## src/rtl/ysyx_regfile_sb_pkg.sv

```systemverilog
// Shared constants and types for the scoreboarded integer register file.
package ysyx_regfile_sb_pkg;

  localparam int unsigned DEF_XLEN  = 32;
  localparam int unsigned DEF_NREGS = 32;
  localparam int unsigned DEF_NRD   = 2;
  localparam int unsigned DEF_CNT_W = 2;

  // Architectural register indices with special meaning.
  localparam int unsigned REG_ZERO = 0;
  localparam int unsigned REG_A0   = 10;
  localparam int unsigned REG_A5   = 15;

  // Status of one register's pending-write counter.
  typedef struct packed {
    logic busy;  // at least one reservation outstanding
    logic last;  // exactly one reservation outstanding
    logic full;  // counter saturated, no further reservations
  } sb_stat_t;

  // Register address width; never below one bit.
  function automatic int unsigned addr_width(input int unsigned nregs);
    return (nregs > 1) ? $clog2(nregs) : 1;
  endfunction

endpackage

```

## src/rtl/ysyx_sb_counter.sv

```systemverilog
// Pending-write counter for one architectural register.
module ysyx_sb_counter
  import ysyx_regfile_sb_pkg::*;
#(
  parameter int unsigned CNT_W = DEF_CNT_W
) (
  input  logic     clk,
  input  logic     rst,
  input  logic     inc_i,
  input  logic     dec_i,
  input  logic     flush_i,
  output sb_stat_t stat_o
);

  localparam logic [CNT_W-1:0] CntMax = '1;

  logic [CNT_W-1:0] cnt_q, cnt_d;
  logic             dec_ok;

  // A release with nothing outstanding is ignored rather than wrapping.
  assign dec_ok = dec_i & (cnt_q != '0);

  // Next count: flush wins, a simultaneous reserve and release cancel out.
  always_comb begin
    cnt_d = cnt_q;
    if (flush_i) begin
      cnt_d = '0;
    end else if (inc_i && !dec_ok) begin
      cnt_d = cnt_q + 1'b1;
    end else if (dec_ok && !inc_i) begin
      cnt_d = cnt_q - 1'b1;
    end
  end

  // Counter state.
  always_ff @(posedge clk or posedge rst) begin
    if (rst) begin
      cnt_q <= '0;
    end else begin
      cnt_q <= cnt_d;
    end
  end

  assign stat_o.busy = (cnt_q != '0);
  assign stat_o.last = (cnt_q == CNT_W'(1));
  assign stat_o.full = (cnt_q == CntMax);

endmodule

```

## src/rtl/ysyx_regfile_sb.sv

```systemverilog
// Integer register file with bypassed read ports and a per-register
// pending-write scoreboard sitting between issue and writeback.
module ysyx_regfile_sb
  import ysyx_regfile_sb_pkg::*;
#(
  parameter int unsigned XLEN  = DEF_XLEN,
  parameter int unsigned NREGS = DEF_NREGS,
  parameter int unsigned AW    = addr_width(NREGS),
  parameter int unsigned NRD   = DEF_NRD,
  parameter int unsigned CNT_W = DEF_CNT_W
) (
  input  logic                clk,
  input  logic                rst,
  input  logic [NRD*AW-1:0]   i_raddr,
  output logic [NRD*XLEN-1:0] o_rdata,
  output logic [NRD-1:0]      o_raw,
  input  logic                i_issue_valid,
  input  logic [AW-1:0]       i_issue_rd,
  output logic                o_issue_ready,
  input  logic                i_wb_wen,
  input  logic [AW-1:0]       i_wb_addr,
  input  logic [XLEN-1:0]     i_wb_data,
  input  logic                i_wb_release,
  input  logic                i_flush,
  input  logic                i_mret,
  output logic [XLEN-1:0]     o_mret_a5,
  output logic                o_a0_zero,
  output logic                o_busy_any
);

  logic [XLEN-1:0]  rf_q [NREGS];
  logic [NREGS-1:0] busy_vec, last_vec, full_vec;
  logic             wb_en, rel_en, issue_fire;

  // x0 is a hard zero: writes and releases aimed at it are dropped.
  assign wb_en      = i_wb_wen & (i_wb_addr != AW'(REG_ZERO));
  assign rel_en     = i_wb_wen & i_wb_release;
  assign issue_fire = i_issue_valid & o_issue_ready;

  // x0 never holds a reservation.
  assign busy_vec[0] = 1'b0;
  assign last_vec[0] = 1'b0;
  assign full_vec[0] = 1'b0;

  for (genvar r = 1; r < NREGS; r++) begin : g_cnt
    sb_stat_t st;

    ysyx_sb_counter #(
      .CNT_W (CNT_W)
    ) u_cnt (
      .clk     (clk),
      .rst     (rst),
      .inc_i   (issue_fire & (i_issue_rd == AW'(r))),
      .dec_i   (rel_en & (i_wb_addr == AW'(r))),
      .flush_i (i_flush),
      .stat_o  (st)
    );

    assign busy_vec[r] = st.busy;
    assign last_vec[r] = st.last;
    assign full_vec[r] = st.full;
  end

  // Architectural array; entry 0 is never written so it always reads zero.
  always_ff @(posedge clk or posedge rst) begin
    if (rst) begin
      for (int i = 0; i < NREGS; i++) begin
        rf_q[i] <= '0;
      end
    end else if (wb_en) begin
      rf_q[i_wb_addr] <= i_wb_data;
    end
  end

  // Read ports: combinational, with same-cycle writeback bypass.
  for (genvar k = 0; k < NRD; k++) begin : g_rd
    logic [AW-1:0] ra;
    logic          ra_nz, wb_hit, rel_hit;

    assign ra      = i_raddr[k*AW +: AW];
    assign ra_nz   = (ra != AW'(REG_ZERO));
    assign wb_hit  = wb_en & (i_wb_addr == ra);
    assign rel_hit = rel_en & (i_wb_addr == ra);

    assign o_rdata[k*XLEN +: XLEN] = (rst || !ra_nz) ? '0 :
                                     wb_hit          ? i_wb_data :
                                                       rf_q[ra];

    // The final outstanding write arriving this cycle is bypassed, not a hazard.
    assign o_raw[k] = ~rst & ra_nz & busy_vec[ra] & ~(rel_hit & last_vec[ra]);
  end

  // full_vec[0] is tied low, so x0 reservations are always accepted.
  assign o_issue_ready = ~rst & ~i_flush & ~full_vec[i_issue_rd];
  assign o_busy_any    = ~rst & (|busy_vec);

  // Debug taps look at the architectural state only.
  assign o_a0_zero = (rf_q[REG_A0] == '0);
  assign o_mret_a5 = i_mret ? rf_q[REG_A5] : '0;

endmodule

```

## config.mk

```make
export PLATFORM = sky130hd
export DESIGN_NAME = ysyx_regfile_sb
export DESIGN_NICKNAME = d
export VERILOG_FILES = /design/src/rtl/ysyx_regfile_sb_pkg.sv /design/src/rtl/ysyx_sb_counter.sv /design/src/rtl/ysyx_regfile_sb.sv
export SDC_FILE = /design/constraint.sdc
export NUM_CORES = 2
export LEC_CHECK = 0
export BUFFER_PORTS_ARGS = -buffer_cell sky130_fd_sc_hd__buf_2
export CORE_MARGIN = 5
export CORE_UTILIZATION = 60
export DETAILED_ROUTE_END_ITERATION = 8
export PLACE_DENSITY = 0.84
export SYNTH_ARGS = -nofsm -noshare
export SYNTH_HDL_FRONTEND = slang
export SYNTH_HIERARCHICAL = 1
export SYNTH_SLANG_ARGS = --single-unit
```

## constraint.sdc

```tcl
create_clock -name clk -period 89.5 [get_ports clk]
set_input_delay 4.475 -clock clk [delete_from_list [all_inputs] [get_ports clk]]
set_output_delay 4.475 -clock clk [all_outputs]
set_load 0.1 [all_outputs]
```

==> reports/qor.yml <==
outcome:
  outcome: "finished clean"
worst_setup_path:
  crit_required_ps: 85030
  worstSetupPathType: "input pin to output port"
  crit_path_max_fanout: 71
  crit_path_end_kind: "output port"
  arrival_ps: 8640
  startpoint_type: "input pin"
global_route:
  grt_pass1_wl_um: 269000
  grt_start_max_net_pins: 150
  globalRoute.totalOverflow: 0
  gr-usage-all-layers_pct: 32.6
  grt_antenna_before_repair: 11
  grt_pass1_vias: 42600
sta:
  worst_pin_slew_ps: 1130
  finalSetupTns_ps: 0
  fmax_ghz: 0.0762
  relSlewSlack_pct: 24.5
  hold_viol: 0
  rsz0062_at_grt: "no"
  min_period_ps: 13120
  finalSetupViolCount: 0
  clock_skew_ps: 4.80
  period_share_pct: 14.7
  drv_slew: 0
  fin_ws_ps: 76380
route:
  route.detailed.wl_per_inst_um: 31.0
  vias: 40900
  drt-initial-drc-count: 5112
  firstDrtPassIters: 7
  drc_errors: 0
  wl_um: 177000
  vias_per_cell: 7.19
  antenna_left: 0
floorplanning:
  coreArea_um2: 102000
  ioPinCount: 160
  die_h_um: 331
  die_area_um2: 110000
  start_util_pct: 60.6
  chipWidth_um: 331
  fp-row-count: 117
clock_tree:
  clk_path_buf_depth: 3
  cts_tree: "built"
  post_cts.repair.setup_buffers: 0
  cts_sinks: 1086
  root_buffer: "clkbuf_16"
  post_cts_resized: 0
  insertion_delay_ps: 690
  cts-htree-levels: 3
  cts_made_buffers: 110
  clkTransAtPathRegs_ps: 60
  cts.hold.buffers_added: 0
job:
  cap_violations: 0
place:
  dp_hpwl_um: 102000
  gp_routability_congestion: 0.889
  place_ws_ps: 76340
  portBuffers: 159
yosys:
  ys_seq_elements: 1086
  synth-edff-count: 0
  syn-mean-instance-area_um2: 14.3
  synth_area_um2: 61800
  ys.flop_type: "dfrtp_1"
  postSynthCellCount: 4332
  async_flop_share_pct: 100
  yosysSeqAreaShare_pct: 44.0
  synth_cell_type_count: 54
  syn_nets: 4515
  ys_warn_count: 6
final_layout:
  area_delta_synth_final_pct: 8.38
  finalNetCount: 4416
  drive_above_1_share_pct: 41.5
power:
  power.density_nw_per_um2: 21.7
  finalPower_w: 0.00145
  vdd_ir_drop_max_mv: 0.0159
  leakagePower_nw: 29.7
min_path:
  hold_class: "flop to flop"
cells in the mapped netlist, drive strengths merged, types with 11 or more instances:
cell type | instances | area [um^2]
a221o | 64 | 641
clkbuf | 223 | 837
mux4 | 546 | 12300
nand3 | 13 | 65.1
nand4 | 11 | 68.8
nor4 | 16 | 115
mux2i | 78 | 781
o21ai | 11 | 58.8
dfrtp | 1086 | 27200
nor2 | 125 | 469
nor2b | 75 | 469
a22oi | 128 | 961
inv | 130 | 488
a211oi | 131 | 983
ha | 124 | 1550
and2 | 42 | 263
nand2 | 124 | 468
nand3b | 32 | 240
mux2 | 996 | 11200
buf | 230 | 1310
o31ai | 31 | 388
xor2 | 72 | 631
cell families (layout without fill, tap and decap cells):
logic type / Yosys count / after routing / synth area share [%]
xor+xnor: 72 / 72 / 1.02
compound gates: 385 / 385 / 5.18
other cells: 0 / 2 / 0
simple gates: 462 / 462 / 3.74
flops: 1086 / 1086 / 44.0
mux: 1620 / 1620 / 39.3
fa+ha+maj: 124 / 124 / 2.51
buf+inv: 583 / 578 / 4.26
worst max-delay path, stage by stage:
cell and delay [ps]:
buf_8 530, buf_4 770, buf_4 880, mux4_2 590
nor2b_1 140, a211oi_1 350, a211oi_1 130, a221o_1 310
buf_2 300
placed cells by master, fill, tap and decap left out, types with 5 or more instances in the layout:
cell / n
nor2b_1: 71
a221o_1: 64
clkbuf_1: 16
dfrtp_1: 1086
nand3_1: 12
buf_4: 84
nand4_1: 11
bufinv_16: 14
nor2_4: 19
o31ai_2: 31
and2_1: 39
clkinvlp_4: 5
buf_2: 150
mux4_2: 543
nor2_1: 106
mux2_1: 255
inv_1: 127
o21ai_0: 8
nand2b_1: 6
nand3b_1: 32
mux2_2: 741
a211oi_1: 131
clkinv_2: 25
nand2_1: 112
nor4_1: 15
xor2_1: 72
or3_1: 6
clkbuf_16: 110
mux2i_1: 78
nand2_2: 12
a22oi_1: 128
clkbuf_8: 25
ha_1: 124
a21oi_1: 6
per-stage QoR:
stage                     util [%]  cell area [um^2]  cells  hold slack (ps)
after floorplan                  -             61800   4332              441
after global placement        61.9             63100   5489              380
after detailed placement      61.9             63100   5489              382
after CTS                     65.6             67000   5695              397
after global routing          65.7             67000   5697              405
final                         65.7             67000   5697              397
area by class of cell:
type / instances / area, um^2
Antenna cell: 2 / 5.00
Clock buffer: 151 / 3160
Clock inverter: 55 / 716
Fill cell: 6871 / 35000
Inverter: 130 / 495
Multi-Input combinational cell: 2663 / 32200
Sequential cell: 1086 / 27200
Tap cell: 1368 / 1710
Timing Repair Buffer: 242 / 1500
power by group:
group          switching [W]  internal (W)
Combinational       0.000150      0.000162
Clock               0.000204      0.000288
Sequential         0.0000711      0.000579
Total               0.000425       0.00103
state kept, by name, summed over array words and instances (netlist names):
register,cells
g_cnt.u_cnt/cnt_q,62
rf_q,1024
per-layer routing:
metal  wire [um]  vias up  track usage (%)  part of all wire (%)
li1            -    16300                -                     -
met1       65000    21400             43.5                    37
met2       82800     2579             51.0                    47
met3       18000      679             7.55                    10
met4       10700        6             16.5                   6.1
met5          41        -                0                 0.023
worst paths after layout:
path	start	end	slack, ps	depth (start not counted)
setup / recovery	i_raddr[5]	o_rdata[50]	76380	9
hold / removal	rf_q[1014]	rf_q[1014]	400	0
setup reg to reg	g_cnt[19].u_cnt/cnt_q[0]	g_cnt[19].u_cnt/cnt_q[1]	86810	7
hold reg to reg	rf_q[1014]	rf_q[1014]	400	0
max in group asynchronous	rst	rf_q[429]	82450	5
min in group asynchronous	rst	rf_q[479]	3940	2
Note: power is estimated with default switching activity, not from simulation.
